## src/rtl/mem_d1_stream_reader.sv

```systemverilog
// rtl/mem_d1_stream_reader.sv - streams words 0..n-1 of a std_mem_d1 out over a valid/ready port
// A one-word output register with skid-free refill keeps throughput at one word per cycle.
module mem_d1_stream_reader #(
  parameter int WIDTH    = 32,
  parameter int SIZE     = 16,
  parameter int IDX_SIZE = 4
) (
  input  logic                clk,
  input  logic                reset,
  input  logic                go,
  input  logic [IDX_SIZE:0]   count,
  output logic [IDX_SIZE-1:0] addr0,
  input  logic [WIDTH-1:0]    read_data,
  output logic                out_valid,
  output logic [WIDTH-1:0]    out_data,
  input  logic                out_ready,
  output logic                done
);

  localparam logic [1:0] ST_IDLE = 2'd0;
  localparam logic [1:0] ST_RUN  = 2'd1;
  localparam logic [1:0] ST_FIN  = 2'd2;

  localparam logic [IDX_SIZE:0] SIZE_W = (IDX_SIZE+1)'(SIZE);
  localparam logic [IDX_SIZE:0] ONE    = (IDX_SIZE+1)'(1);

  logic [1:0]        state_q, state_d;
  logic [IDX_SIZE:0] n_q, n_d;
  logic [IDX_SIZE:0] issued_q, issued_d;
  logic [IDX_SIZE:0] accepted_q, accepted_d;
  logic              out_valid_q, out_valid_d;
  logic [WIDTH-1:0]  out_data_q, out_data_d;

  logic [IDX_SIZE:0] count_clamped;
  logic              load;
  logic              xfer;

  always_comb begin
    count_clamped = (count > SIZE_W) ? SIZE_W : count;
    // Refill the output register whenever it is empty or being drained this cycle.
    load = (state_q == ST_RUN) && (issued_q < n_q) && (!out_valid_q || out_ready);
    xfer = (state_q == ST_RUN) && out_valid_q && out_ready;

    state_d     = state_q;
    n_d         = n_q;
    issued_d    = issued_q;
    accepted_d  = accepted_q;
    out_valid_d = out_valid_q;
    out_data_d  = out_data_q;

    case (state_q)
      ST_IDLE: begin
        if (go) begin
          n_d        = count_clamped;
          issued_d   = '0;
          accepted_d = '0;
          state_d    = (count_clamped != '0) ? ST_RUN : ST_FIN;
        end
      end
      ST_RUN: begin
        if (load) begin
          out_data_d = read_data;
          issued_d   = issued_q + ONE;
        end
        if (load) begin
          out_valid_d = 1'b1;
        end else if (xfer) begin
          out_valid_d = 1'b0;
        end
        if (xfer) begin
          accepted_d = accepted_q + ONE;
          if (accepted_q + ONE == n_q) begin
            state_d = ST_FIN;
          end
        end
      end
      ST_FIN: begin
        state_d = ST_IDLE;
      end
      default: begin
        state_d = ST_IDLE;
      end
    endcase
  end

  always_ff @(posedge clk) begin
    if (reset) begin
      state_q     <= ST_IDLE;
      n_q         <= '0;
      issued_q    <= '0;
      accepted_q  <= '0;
      out_valid_q <= 1'b0;
      out_data_q  <= '0;
    end else begin
      state_q     <= state_d;
      n_q         <= n_d;
      issued_q    <= issued_d;
      accepted_q  <= accepted_d;
      out_valid_q <= out_valid_d;
      out_data_q  <= out_data_d;
    end
  end

  assign addr0     = (state_q == ST_RUN) ? issued_q[IDX_SIZE-1:0] : '0;
  assign out_valid = out_valid_q;
  assign out_data  = out_data_q;
  assign done      = (state_q == ST_FIN);

endmodule

```

## config.mk

```make
export PLATFORM = sky130hd
export DESIGN_NAME = mem_d1_stream_reader
export DESIGN_NICKNAME = d
export VERILOG_FILES = /design/src/rtl/mem_d1_stream_reader.sv
export SDC_FILE = /design/constraint.sdc
export NUM_CORES = 1
export LEC_CHECK = 0
export CELL_PAD_IN_SITES_DETAIL_PLACEMENT = 0
export CELL_PAD_IN_SITES_GLOBAL_PLACEMENT = 2
export CORE_MARGIN = 3
export CORE_UTILIZATION = 28
export DETAILED_ROUTE_END_ITERATION = 7
export PLACE_DENSITY = 0.86
export SLEW_MARGIN = 20
export SYNTH_ARGS = -nofsm -noshare
export SYNTH_HDL_FRONTEND = slang
export SYNTH_SLANG_ARGS = --single-unit
```

## constraint.sdc

```tcl
create_clock -name clk -period 3 [get_ports clk]
set_clock_uncertainty 0.2 [all_clocks]
set_input_delay 0.3 -clock clk [delete_from_list [all_inputs] [get_ports clk]]
set_output_delay 0.3 -clock clk [all_outputs]
set_load 0.03 [all_outputs]
```

==> results.md <==
Run status:
- The run finished with clean final reports.

Worst setup path:
- The launching element type of the critical path is a register.
- In this run the worst path has a maximum fanout of 9.
- The number of buffers and inverters on the critical path is 1.
- Traced cell by cell, the critical path runs through and2b_1 > and2_1 > clkdlybuf4s50_1.
- The worst endpoint data arrival time is 1920 ps.
- The kind of critical path is register to output pin.
- On the critical path, the stage with the largest delay is an instance of clkdlybuf4s50_1.
- The worst endpoint required time is 2500 ps.
- The largest incremental delay on the critical path is 670 ps.
- The kind of cell with the highest combined delay along the critical path is buffers and inverters.
- The endpoint class of the critical path is an output pin.

Global routing:
- The met1 demand-to-capacity share in global routing is 16.4%.
- Global routing finished with a remaining overflow of 0.
- The first-pass GRT wire length is 9220 um.
- The fraction of met3 tracks used by global routing is 6.45%.
- Entering global routing, the biggest net connects 30 pins.
- The number of antenna violations at the first check in global routing is 0.
- Global routing used 19.8% of the available met2 tracks.
- Across every metal layer, demand over resource in global routing totals 13.1%.
- The global-route layer with the greatest usage is met2.
- The via count of the first global-routing pass is 1961.

Floorplanning:
- The floorplan core area is 7410 um^2.
- For this design the top-level I/O count stands at 79.
- The count of standard-cell rows is 31.
- From bottom edge to top edge, the die measures 94.4 um.
- For this configuration, the core starts out at a cell density of 29.5%.
- The floorplan step set the die width to 94.4 um.
- The die outline area is 8910 um^2.

Clock tree:
- The CTS buffer count is 5.
- The TritonCTS clock tree is yes.
- The post-cts sizing count is 0.
- In this run the number of H-tree levels came out at 2.
- Once the clock tree was built, the setup fixing pass inserted 0 buffers.
- The later pin in the worst-skew pair is clocked with a latency of 300 ps.
- The root buffer cell chosen for the clock tree is clkbuf_8.
- After clock tree synthesis, the clock-pin slew on the worst setup and hold paths is 90 ps.
- The count of hold buffers inserted by post-cts repair is 0.
- The maximum number of buffers from clock root to sink is 2.
- The TritonCTS sink count is 50.

Timing:
- Setup repair after global routing left no endpoint under its margin.
- The setup-violating endpoint count in the final report is 0.
- The final critical-path share of the clock period is 80.6%.
- Hold timing on the final database bottoms out at a slack of 295 ps.
- For the pin with the worst max-slew slack, the measured transition is 604 ps.
- In this run the tightest slew margin relative to its limit is 59.6%.
- The final count of pins violating max slew came to 0.
- Setup total negative slack on the finished layout was measured at 0 ps.
- The number of hold violations in the final report was 0.
- The shortest period the worst path allows is 2420 ps.
- Static timing analysis puts the maximum clock frequency at 0.413 GHz.

Synth:
- After synthesis the cells add up to 2190 um^2.
- After synthesis, the largest family of logic cells by area is simple AND/OR/NAND/NOR gates.
- The commonest cells after synthesis are 50 x dfxtp_1, 41 x nor2_1, 32 x mux2i_1.
- The post-synth net total is 279.
- The most used standard cell by instance count after synthesis is dfxtp_1.
- The library cell with the largest summed area after synthesis is dfxtp_1.
- After Yosys synthesis, full adders, half adders and majority gates account for 3.43% of the synthesized area.
- The count of distinct cell types in the synthesized netlist is 37.
- The fraction of synthesized cell area taken by the top area cell type is 45.7%.
- The sequential element share of the synthesized area is 45.7%.
- Dividing the synthesized area by the synthesized cell count gives 9.43 um^2.
- The count of mapped cells out of synthesis is 232.
- Of the post-synthesis cell area, the part taken by muxes is 14.6%.
- After Yosys synthesis, and, or, nand and nor cells account for 20.8% of the synthesized area.
- The most used flip-flop cell after synthesis is dfxtp_1.
- The flip-flop and latch count after synthesis is 50.
- The number of enable flip-flop cells after synthesis is 0.
- The synthesized netlist devotes 9.66% of its cell area to compound gates.
- The fraction of registers with async set/reset is 0%.
- By area the synthesized netlist is led by dfxtp_1 46%, mux2i_1 15%, nor2_1 7.0%.
- The Yosys step of the flow raised 0 warnings.
- After Yosys synthesis, XOR and XNOR cells account for 2.40% of the synthesized area.

Power:
- Power comes to 1390 uW.
- The leakage dissipation is 0.00137 uW.
- IR analysis of the VDD net gives a maximum drop of 0.000233 V.
- The power density over the cells is 438 nW/um^2.

Detailed routing:
- The post-detailed-routing wire length is 5520 um.
- The detail route stage leaves a number of antenna-violating nets equal to 0.
- The via count of the routed design is 1862.
- The average via count per standard cell is 4.52.
- After detailed routing, the number of remaining DRC violations is 0.
- The detailed router finished its first iteration with 30 violations.
- The first-pass iteration count of the detailed router is 4.
- The average routed wire per standard cell is 13.4 um.

Layout:
- Measured on the finished design, the core utilization comes to 42.8%.
- Fill cells in the final layout number 711.
- The area growth from synthesis to layout is 44.8%.
- In the final layout, the multi-input gates occupy 1120 um^2.
- The number of antenna repair diodes is 0.
- Across the whole layout, storage elements account for 1000 um^2.
- The fraction of final layout cells with drive strength greater than 1 is 4.79%.
- The net count of the finished layout is 359.
- Summing all non-filler instances in the final layout gives an area of 3170 um^2.

Placed design:
- The number of I/O port buffers is 78.
- The placer's final routability congestion estimate is 0.746.
- The placed instance area is 3070 um^2.
- Once detailed placement completed, the half-perimeter wirelength came to 4070 um.

Min path:
- The class of the most critical hold timing path is register to register.

Run:
- The number of maximum-capacitance constraint violations is 0.
[report_power, final]
part           internal (uW)  switching, uW
Clock                    186            226
Combinational            134            133
Sequential               690           18.9
[sequential cells by signal, summed over array words and instances, names as in the netlist]
| signal | count |
|---|---|
| accepted_q | 5 |
| n_q | 5 |
| issued_q | 5 |
| state_q | 2 |
| out_valid | 1 |
| out_data | 32 |
[final cells by class]
class | count | area share, %
Clock buffer | 6 | 2.61
Clock inverter | 2 | 0.395
Inverter | 4 | 0.474
Multi-Input combinational cell | 169 | 35.4
Sequential cell | 50 | 31.6
Tap cell | 99 | 3.91
Timing Repair Buffer | 82 | 25.6
[tightest hold or removal path, delay by kind of cell, from the launching register on]
kind	cells	cell delay, ps
AOI/OAI and AO/OA	1	50
DFF	1	340
and+or+nand+nor	1	60
[logic make-up after synthesis]
family / Yosys count
AOI/OAI and AO/OA: 32
adders and majority gates: 6
DFF: 50
muxes: 32
xor gates and xnor gates: 6
and+or+nand+nor: 93
buffers and inverters: 13
[placed cells by master, fill, tap and decap left out, drive strengths merged]
| master | synthesis | final |
|---|---|---|
| clkdlybuf4s50 | 0 | 78 |
| dfxtp | 50 | 50 |
| nor2 | 41 | 41 |
| mux2i | 32 | 32 |
| a21oi | 15 | 15 |
| nand2 | 11 | 11 |
| nand3 | 7 | 7 |
| o21ai | 7 | 7 |
| and2 | 6 | 6 |
| nor2b | 6 | 6 |
| ha | 6 | 6 |
| clkbuf | 5 | 6 |
| xor2 | 5 | 5 |
| or3 | 5 | 5 |
| nand3b | 5 | 5 |
| inv | 4 | 4 |
| buf | 4 | 4 |
| nand2b | 4 | 4 |
| nor3 | 3 | 3 |
| and3 | 2 | 2 |
| and2b | 1 | 1 |
| a21o | 1 | 1 |
| a31oi | 1 | 1 |
| a2111oi | 1 | 1 |
| nor3b | 1 | 1 |
| o21a | 1 | 1 |
| o31ai | 1 | 1 |
| xnor2 | 1 | 1 |
| a211oi | 1 | 1 |
| o32a | 1 | 1 |
| o31a | 1 | 1 |
| o211ai | 1 | 1 |
| or2 | 1 | 1 |
| a22oi | 1 | 1 |
| clkinvlp | 0 | 1 |
| clkinv | 0 | 1 |
[final timing paths]
path	from	to	slack, ps	cells past startpoint
max reg2reg	n_q[2]$_SDFFE_PP0P_	out_data[23]$_SDFFE_PP0P_	590	8
min reg2reg	n_q[1]$_SDFFE_PP0P_	n_q[1]$_SDFFE_PP0P_	300	2
max	state_q[0]$_SDFFE_PP0P_	addr0[3]	580	3
min	n_q[1]$_SDFFE_PP0P_	n_q[1]$_SDFFE_PP0P_	300	2
[per-stage QoR]
stage	cells	worst slack (ps)
3_3_place_gp	404	602
3_5_place_dp	404	558
6_report	412	581
4_1_cts	412	529
2_1_floorplan	232	1030
5_1_grt	412	366
[layer usage]
layer | vias up | routed length, um
met1 | 837 | 2440
met4 | 0 | 74
met3 | 9 | 624
met5 | - | 0
met2 | 67 | 2380
li1 | 949 | -
Note: power is estimated with default switching activity, not from simulation.
